===== src/rtl/mult_div_unit.sv =====
`default_nettype none
// ============================================================================
// Module      : mult_div_unit
// Description : Iterative shift-add multiplier / restoring divider with
//               architectural HI/LO registers and MTHI/MTLO writes.
// Revision    : 1.0 - initial release
// ============================================================================
module mult_div_unit #(
    parameter int WIDTH = 32,
    parameter int CNT_W = 6
) (
    input  logic             clk,
    input  logic             rst,
    input  logic             start,
    input  logic [2:0]       op,
    input  logic [WIDTH-1:0] srcA,
    input  logic [WIDTH-1:0] srcB,
    output logic             busy,
    output logic             done,
    output logic [WIDTH-1:0] hi,
    output logic [WIDTH-1:0] lo
);

    localparam logic [2:0] c_OP_MULT  = 3'b000;
    localparam logic [2:0] c_OP_DIV   = 3'b010;
    localparam logic [2:0] c_OP_MTHI  = 3'b100;
    localparam logic [2:0] c_OP_MTLO  = 3'b101;

    localparam logic [1:0] c_S_IDLE = 2'd0;
    localparam logic [1:0] c_S_RUN  = 2'd1;
    localparam logic [1:0] c_S_FIX  = 2'd2;

    localparam logic [CNT_W-1:0] c_LAST = CNT_W'(WIDTH - 1);

    logic [1:0]         r_state;
    logic [CNT_W-1:0]   r_cnt;
    logic [2*WIDTH-1:0] r_acc;
    logic [WIDTH-1:0]   r_opnd;
    logic               r_isDiv;
    logic               r_neg;
    logic               r_remNeg;
    logic               r_divZero;
    logic               r_busy;
    logic               r_done;
    logic [WIDTH-1:0]   r_hi;
    logic [WIDTH-1:0]   r_lo;

    logic               w_isSigned;
    logic               w_signA;
    logic               w_signB;
    logic [WIDTH-1:0]   w_magA;
    logic [WIDTH-1:0]   w_magB;
    logic [WIDTH:0]     w_sum;
    logic [WIDTH:0]     w_shift;
    logic [WIDTH:0]     w_diff;
    logic [2*WIDTH-1:0] w_prod;
    logic [WIDTH-1:0]   w_quo;
    logic [WIDTH-1:0]   w_rem;

    assign w_isSigned = (op == c_OP_MULT) || (op == c_OP_DIV);
    assign w_signA    = w_isSigned & srcA[WIDTH-1];
    assign w_signB    = w_isSigned & srcB[WIDTH-1];
    assign w_magA     = w_signA ? -srcA : srcA;
    assign w_magB     = w_signB ? -srcB : srcB;

    // Multiply: acc = {partial product, remaining multiplier bits}, shifted right.
    assign w_sum   = {1'b0, r_acc[2*WIDTH-1:WIDTH]}
                   + (r_acc[0] ? {1'b0, r_opnd} : {(WIDTH+1){1'b0}});

    // Divide: acc = {partial remainder, remaining dividend bits}, shifted left;
    // the MSB of the difference doubles as the borrow flag.
    assign w_shift = r_acc[2*WIDTH-1:WIDTH-1];
    assign w_diff  = w_shift - {1'b0, r_opnd};

    assign w_prod  = r_neg ? -r_acc : r_acc;
    assign w_quo   = r_divZero ? {WIDTH{1'b1}}
                   : (r_neg ? -r_acc[WIDTH-1:0] : r_acc[WIDTH-1:0]);
    assign w_rem   = r_remNeg ? -r_acc[2*WIDTH-1:WIDTH] : r_acc[2*WIDTH-1:WIDTH];

    always_ff @(posedge clk) begin
        if (rst) begin
            r_state   <= c_S_IDLE;
            r_cnt     <= '0;
            r_acc     <= '0;
            r_opnd    <= '0;
            r_isDiv   <= 1'b0;
            r_neg     <= 1'b0;
            r_remNeg  <= 1'b0;
            r_divZero <= 1'b0;
            r_busy    <= 1'b0;
            r_done    <= 1'b0;
            r_hi      <= '0;
            r_lo      <= '0;
        end else begin
            r_done <= 1'b0;
            case (r_state)
                c_S_IDLE: begin
                    if (start) begin
                        if (op == c_OP_MTHI) begin
                            r_hi   <= srcA;
                            r_done <= 1'b1;
                        end else if (op == c_OP_MTLO) begin
                            r_lo   <= srcA;
                            r_done <= 1'b1;
                        end else if (!op[2]) begin
                            r_isDiv   <= op[1];
                            r_neg     <= w_signA ^ w_signB;
                            r_remNeg  <= w_signA;
                            r_divZero <= op[1] && (srcB == '0);
                            r_acc     <= {{WIDTH{1'b0}}, (op[1] ? w_magA : w_magB)};
                            r_opnd    <= op[1] ? w_magB : w_magA;
                            r_cnt     <= '0;
                            r_busy    <= 1'b1;
                            r_state   <= c_S_RUN;
                        end
                    end
                end
                c_S_RUN: begin
                    if (r_isDiv) begin
                        if (!w_diff[WIDTH])
                            r_acc <= {w_diff[WIDTH-1:0], r_acc[WIDTH-2:0], 1'b1};
                        else
                            r_acc <= {r_acc[2*WIDTH-2:0], 1'b0};
                    end else begin
                        r_acc <= {w_sum, r_acc[WIDTH-1:1]};
                    end
                    r_cnt <= r_cnt + 1'b1;
                    if (r_cnt == c_LAST)
                        r_state <= c_S_FIX;
                end
                c_S_FIX: begin
                    if (r_isDiv) begin
                        r_hi <= w_rem;
                        r_lo <= w_quo;
                    end else begin
                        r_hi <= w_prod[2*WIDTH-1:WIDTH];
                        r_lo <= w_prod[WIDTH-1:0];
                    end
                    r_done  <= 1'b1;
                    r_busy  <= 1'b0;
                    r_cnt   <= '0;
                    r_state <= c_S_IDLE;
                end
                default: begin
                    r_busy  <= 1'b0;
                    r_state <= c_S_IDLE;
                end
            endcase
        end
    end

    assign busy = r_busy;
    assign done = r_done;
    assign hi   = r_hi;
    assign lo   = r_lo;

endmodule
`default_nettype wire


===== config.mk =====
export PLATFORM = sky130hd
export DESIGN_NAME = mult_div_unit
export DESIGN_NICKNAME = d
export VERILOG_FILES = /design/src/rtl/mult_div_unit.sv
export SDC_FILE = /design/constraint.sdc
export NUM_CORES = 1
export LEC_CHECK = 0
export CAP_MARGIN = 20
export CORE_MARGIN = 4
export CORE_UTILIZATION = 35
export CTS_BUF_LIST = sky130_fd_sc_hd__clkbuf_4
export DETAILED_ROUTE_END_ITERATION = 10
export PLACE_DENSITY = 0.61
export REMOVE_ABC_BUFFERS = 1
export SLEW_MARGIN = 0
export SYNTH_ARGS = -nofsm -noshare
export SYNTH_HDL_FRONTEND = slang
export SYNTH_SLANG_ARGS = --single-unit
export TNS_END_PERCENT = 30

===== constraint.sdc =====
create_clock -name clk -period 4.8 [get_ports clk]
set_input_delay 0.48 -clock clk [delete_from_list [all_inputs] [get_ports clk]]
set_output_delay 0.48 -clock clk [all_outputs]
set_load 0.02 [all_outputs]

Word level (Yosys, flattened, before mapping):

Index checks and enable logic that the tools add are counted.

* bits in registers: 174
* output and inout port bits: 66
* word-level logic and storage cells: 100

* add/subtract/negate cells: 8
* eq/ne operators: 13
* multiplexer cells: 45
* bitwise gates (word level): 7
* reduce and logical (&&, ||, !) cells: 15

Operators by type and width (number)
* two-way mux 32 bit: 15
* two-way mux 64 bit: 7
* negation 32 bit: 4
* case mux 32 bit (2 select lines): 2
* case mux 64 bit (2 select lines): 1
* negation 64 bit: 1
* adder 32 x 32 -> 33 bit: 1
* subtractor 33 x 32 -> 33 bit: 1
* logical NOT 32 bit: 1
* AND reduction 5 bit: 5
* two-way mux 6 bit: 4
* case mux 6 bit (3 select lines): 1
* != test 2 bit (second input constant): 7
* two-way mux 2 bit: 5
* two-way mux 1 bit: 7
* adder 6 x 1 -> 6 bit (second input constant): 1
* == test 3 bit (second input constant): 2
* == test 6 x 5 -> 1 bit (second input constant): 1
* inverter 1 bit: 4
* case mux 1 bit (2 select lines): 2
* case mux 2 bit (2 select lines): 1
* AND reduction 4 bit: 1
* nonzero test 2 bit: 2
* == test 3 x 2 -> 1 bit (second input constant): 1
* 10 further kinds: 11

Logic depth before layout (Yosys ltp):

Gate-level depths: netlist of run 1.

* word-level depth: 10
* depth in mapped cells: 13
* mapped depth without buffers: 12

Least setup slack after synthesis of run 1:

No wires, ideal clock.

* path kind: reg-to-reg
* from: reg r_acc[32]
* to: reg r_acc[38]
* arrival time: 2.918 ns
* required time: 4.683 ns
* setup slack: 1.765 ns
* cell stages (with the launch flop): 14
* path buffers: 3
* cells stage by stage: dfxtp_1 > clkbuf_1 > inv_1 > fa_1 > nor2b_1 > o31a_1 > o21a_1 > o211ai_1 > a21oi_1 > or2_0 > clkbuf_1 > buf_2 > o211ai_1 > a32o_1

* word-level cells in the longest chain between the ends: 4
* elaborated cells on any way between the ends: 5
* classes of those cells: add/sub (2); mux (3)

RTL lines
* from (decl): line 37 `logic [2*WIDTH-1:0] r_acc;`
* from (signal assigned): line 110 `r_acc <= {{WIDTH{1'b0}}, (op[1] ? w_magA : w_magB)};`
* from (signal assigned): line 121 `r_acc <= {w_diff[WIDTH-1:0], r_acc[WIDTH-2:0], 1'b1};`
* from (signal assigned): line 123 `r_acc <= {r_acc[2*WIDTH-2:0], 1'b0};`
* subtractor 33 x 32 -> 33 bit: line 73 `assign w_diff = w_shift - {1'b0, r_opnd};`
* two-way mux 64 bit: line 120 `if (!w_diff[WIDTH])`
* two-way mux 64 bit (*): line 119 `if (r_isDiv) begin`
* case mux 64 bit (2 select lines) (*): line 96 `case (r_state)`

Mark *: on every way between the ends. The rest lies on a longest branch, timed or not.
A chain may end at the register's enable or synchronous reset.

Worst setup path in the final report of run 1:

* from: reg r_acc[32]
* to: reg r_acc[61]

Same word-level chain as after synthesis.

==> results.cfg, run 1 <==
[pwr]
leakagePower_nw = 6.27
vdd_ir_drop_max_mv = 0.131
total_power_mw = 3.87
powerDensity_mw_per_mm2 = 226

[hold_path]
min-delay-start = rst
min_path_cells = 2
hold_class = in -> reg

[clocking]
cts_setup_buffers = 0
cts_hold_buf = 0
htreeDepth = 4
cts_tree = yes
cts_made_buffers = 17
cts_resized = 0
insertion_delay_ns = 0.68
clockRootBuffer = clkbuf_4
cts.sinks = 174
cts_buffer_depth = 2
path_clk_slew_ns = 0.16

[cells_and_area]
layout.cells.most_common = nor2_1
seqCellArea_sq_mm = 0.00348
layout_common_cells = nor2_1 (238), nand2_1 (198), a21oi_1 (192)
final_core_util = 0.407
multiInputGateArea_sq_mm = 0.0108
stdcell_area_sq_mm = 0.0172
syn_to_final_growth_pct = 13.8
fin_nets = 2246
fillers = 4434
drive_above_1_share = 0.0591

[routing]
drtPass1Iterations = 6
antenna_left = 0
drt_wl_total_um = 57800
drt_iter0_drc = 1511
drc_errors = 0
viasPerCell = 6.00
vias = 15900
routedWlPerCell_um = 21.8

[critical_path]
r2r.worst_path.cells = 12
critPathMaxFanout = 14
worstReg2RegStart = r_acc[32]
crit_path_end_kind = flip-flop
cpMostUsedCell = buf_4
cp_slowest_cell = dfxtp_1
crit_path_max_incr_delay_ns = 0.71
criticalPathCategory = reg -> reg
required_ns = 5.37
arrival_ns = 4.48
crit_start = r_acc[32]
worstSetupStartpointType = flip-flop
critical_path.cell_chain = inv_1 -> fa_1 -> nor2b_1 -> o31a_1 -> o21a_1 -> o211a_1 -> nor3_1 -> buf_4 -> or2_0 -> buf_4 -> a32o_1 -> a211o_1

[synthesis]
yosys_warnings = 0
synth_area_sq_mm = 0.0151
synthFlopType = dfxtp_1
netlist_instances = 2048
ys_ff_latch = 174
synth_edf_count = 0
async_flop_share = 0
ys_types = 79
ys_seq_area_frac = 0.231
synth_area_per_cell_sq_um = 7.36

[global_route]
grt.total_usage = 0.241
grt_max_degree = 66
grt-ovfl-total = 0
grt_pass1_vias = 15200
antenna_found_initial = 1
grt_pass1_wl_um = 89200

[placed_design]
routabilityCongestion = 0.983
port_buffers = 135
place_hpwl_um = 44100
place_area_sq_mm = 0.0169

[floorplan]
ios = 136
die_h_um = 216
start_util = 0.357
fp.dieW_um = 216
rows = 75
core_sq_mm = 0.0422
die-area_sq_mm = 0.0465

[sta]
finalSetupViolCount = 0
final.setup_skew_ns = 0.0392
fin_crit_ns = 3.90
rsz0062_at_grt = no
worst_pin_slew_ns = 0.912
max_freq_mhz = 256
relSlewSlack = 0.386
whs_ns = 0.235
fin_crit_sh = 0.813
maxSlewViolCount = 0
final_hold_viol_count = 0

[run_status]
status = finished, final reports clean

[job]
max_cap_viol_count = 0
-- cell families (layout without fill, tap and decap cells) --
| kind of cell | Yosys count | count (layout) | share of synthesized area |
|---|---|---|---|
| compound gates | 643 | 643 | 0.282 |
| xor+xnor | 169 | 169 | 0.0981 |
| fa+ha+maj | 74 | 74 | 0.0624 |
| buf+inv | 212 | 279 | 0.0534 |
| flops | 174 | 174 | 0.231 |
| mux | 95 | 95 | 0.0646 |
| other cells | 0 | 1 | 0 |
| simple gates | 681 | 681 | 0.209 |
-- state kept, by name, indices dropped and copies added (netlist names), 2 cells and up --
| register | count |
|---|---|
| r_cnt | 6 |
| r_opnd | 32 |
| lo | 32 |
| hi | 32 |
| r_state | 2 |
| r_acc | 64 |
-- area by class of cell --
class,instances,area share
Multi-Input combinational cell,1662,0.631
Sequential cell,174,0.203
Timing Repair Buffer,175,0.0958
Tap cell,539,0.0393
Inverter,72,0.0157
Clock buffer,18,0.00787
Clock inverter,14,0.00700
Antenna cell,1,0.000146
-- critical path, delay by kind of cell (launching register included) --
kind	cells	cell delay, ns
AO/OA/AOI/OAI	5	1.27
buffers and inverters	3	0.66
flip-flops	1	0.71
adder cells (fa/ha/maj)	1	0.47
AND/OR/NAND/NOR	3	0.68
-- path summary, 6_finish.rpt --
kind	to	slack, ns
worst max-delay path	r_acc[61]	0.90
worst min-delay path	hi[0]	0.24
worst max register to register	r_acc[61]	0.90
worst min register to register	r_opnd[17]	0.46
-- layer usage --
metal	routed length (um)	track usage
met5	0	0
met4	2070	0.0945
met3	4150	0.0333
met2	25900	0.380
met1	25700	0.333
-- stage by stage --
step | setup slack (ns) | setup TNS [ns] | std cells
3_5_place_dp | 0.975 | 0 | 2621
6_report | 0.899 | 0 | 2655
3_3_place_gp | 1.01 | 0 | 2621
2_1_floorplan | -1.30 | -32.89 | 1908
5_1_grt | 0.719 | 0 | 2655
4_1_cts | 0.936 | 0 | 2653
-- power by group --
group	switching (mW)	total [mW]	internal, mW
logic	0.874	1.40	0.524
clock network	0.590	0.852	0.262
registers	0.103	1.63	1.52
total	1.57	3.87	2.31
-- cells in the mapped netlist, drive strengths merged, types with 5 or more instances --
cell type | number | area, sq um
o21bai | 5 | 37.5
nor4 | 18 | 140
nand2 | 198 | 743
or4 | 16 | 124
o31ai | 22 | 165
o41ai | 19 | 215
a21oi | 195 | 976
mux2 | 19 | 214
dfxtp | 174 | 3480
and3 | 12 | 75.1
o22ai | 6 | 37.5
clkbuf | 120 | 450
xor2 | 61 | 534
o21ai | 118 | 591
a31oi | 16 | 100
and2 | 10 | 62.6
ha | 72 | 901
a311oi | 11 | 96.3
nor2b | 17 | 106
or3 | 13 | 86.3
buf | 20 | 85.1
a22oi | 14 | 105
inv | 71 | 267
nor3b | 7 | 52.6
nand4 | 17 | 106
nand3 | 38 | 190
o31a | 5 | 43.8
a21o | 22 | 165
nor3 | 51 | 255
a211oi | 93 | 698
o211ai | 21 | 163
xnor2 | 108 | 946
o221ai | 25 | 219
nor2 | 241 | 905
o21a | 13 | 97.6
nand2b | 17 | 106
a211o | 16 | 140
or2 | 11 | 68.8
mux2i | 76 | 761
Note: power is estimated with default switching activity, not from simulation.
==> inputs of run 2 (changes only) <==
==> constraint.sdc (replaced) <==
create_clock -name clk -period 4 [get_ports clk]
set_input_delay 0.4 -clock clk [delete_from_list [all_inputs] [get_ports clk]]
set_output_delay 0.4 -clock clk [all_outputs]
set_load 0.02 [all_outputs]
==> run 2 against run 1 <==
Wire length is essentially flat; flip-flop and latch count unchanged; maximum frequency grew 8.4%; setup slack got worse by 0.50 ns; die area unchanged; worst hold slack lost 0.17 ns; sequential power rose by 20%; register-to-register slack got worse by 0.50 ns; critical path type unchanged; largest power group unchanged; highest routed layer unchanged.
==> results.cfg, run 2 (synthesis results as in run 1) <==
[job]
max_cap_viol_count = 0

[floorplan]
die-area_sq_mm = 0.0465
core_sq_mm = 0.0422
ios = 136
fp.dieW_um = 216
start_util = 0.357
rows = 75
die_h_um = 216

[clocking]
insertion_delay_ns = 0.65
cts_made_buffers = 17
cts_buffer_depth = 2
path_clk_slew_ns = 0.15
cts.sinks = 174
htreeDepth = 4
cts_setup_buffers = 0
cts_tree = yes
cts_hold_buf = 0
clockRootBuffer = clkbuf_4
cts_resized = 0

[global_route]
grt.total_usage = 0.240
grt_pass1_wl_um = 89700
grt-ovfl-total = 0
grt_pass1_vias = 15400
grt_max_degree = 140
antenna_found_initial = 1

[routing]
routed-wl-met2_um = 26300
wl_met3_um = 4710
highest_layer = met4
drt_wl_total_um = 57800
vias = 16200
routedWlPerCell_um = 21.3
antenna_left = 0
met1_length_um = 24800
drc_errors = 0
viasPerCell = 5.97
drt_iter0_drc = 1690
drtPass1Iterations = 6

[sta]
tns_ns = 0
final.setup_skew_ns = 0.0248
layout_setup_ws_ns = 0.402
max_freq_mhz = 278
final_hold_viol_count = 0
fin_crit_ns = 3.60
rsz0062_at_grt = no
relSlewSlack = 0.309
worst_pin_slew_ns = 1.03
maxSlewViolCount = 0
fin_crit_sh = 0.899
finalSetupViolCount = 0

[placed_design]
place_ws_ns = 0.395
port_buffers = 135
routabilityCongestion = 0.949
place_hpwl_um = 44500

[critical_path]
crit_start = r_acc[0]
worstReg2RegStart = r_acc[0]
cp_slowest_cell = inv_1
critical_path.cell_chain = inv_1 -> buf_4 -> nor2_1 -> ha_1 -> a21oi_1 -> o21ai_1 -> a221o_1 -> a221o_1 -> o21ai_1 -> a211oi_1 -> o41ai_1 -> a221oi_1
arrival_ns = 4.13
criticalPathCategory = reg -> reg
crit_path_max_incr_delay_ns = 0.42
worstSetupStartpointType = flip-flop
cp_top_family = compound AO/OA/AOI/OAI gates
critPathMaxFanout = 16
crit_buf_inv = 2
required_ns = 4.53
crit_path_end_kind = flip-flop

[cells_and_area]
regMostFlops = r_acc
fin_nets = 2298
layout_common_cells = nor2_1 (238), nand2_1 (198), a21oi_1 (192)
largest_reg_flops = 64
syn_to_final_growth_pct = 17.2
final_core_util = 0.418
fillers = 4343
drive_above_1_share = 0.0812
layout.cells.most_common = nor2_1

[pwr]
leakagePower_nw = 6.59
powerDensity_mw_per_mm2 = 275
vdd_ir_drop_max_mv = 0.175

[run_status]
status = finished, final reports clean

[hold_path]
hold_class = in -> reg
min-delay-start = rst
run 2: final cells by class:
cell class	count	area (sq um)	share of cell area
repair buffers	227	2080	0.118
inverters	72	270	0.0153
flip-flops and latches	174	3480	0.197
clock buffers	20	150	0.00850
diodes	1	2.50	0.000142
clock inverters	12	169	0.00956
multi-input cells	1662	10800	0.613
well taps	539	674	0.0382
run 2: final timing paths:
path | slack (ns) | depth (start not counted) | to
setup / recovery | 0.40 | 12 | r_acc[63]
hold / removal | 0.06 | 2 | r_opnd[26]
setup reg to reg | 0.40 | 12 | r_acc[63]
hold reg to reg | 0.46 | 2 | lo[3]
run 2: routing by layer:
metal	track usage	up-vias
li1	-	7691
met1	0.329	7593
met2	0.385	762
met3	0.0316	125
met4	0.0919	0
met5	0	-
run 2: stage by stage:
step	instance area, sq um	instances	hold slack, ns	power (mW)
4_1_cts	17700	2706	0.0131	4.85
3_5_place_dp	17400	2674	0.448	3.67
2_1_floorplan	14500	1908	0.426	3.00
3_3_place_gp	17400	2674	0.440	3.67
5_1_grt	17700	2707	0.0352	5.10
6_report	17700	2707	0.0648	4.85
run 2: worst reg2reg max path: stages, from the launching register on:
cell and delay, ns:
dfxtp_1 0.36, inv_1 0.42, buf_4 0.27, nor2_1 0.05, ha_1 0.36, a21oi_1 0.31
o21ai_1 0.16, a221o_1 0.40, a221o_1 0.33, o21ai_1 0.27, a211oi_1 0.17, o41ai_1 0.28
a221oi_1 0.12
run 2: where the power goes:
| group | internal (mW) | switching (mW) |
|---|---|---|
| clock network | 0.511 | 0.665 |
| logic | 0.672 | 1.06 |
| registers | 1.83 | 0.119 |
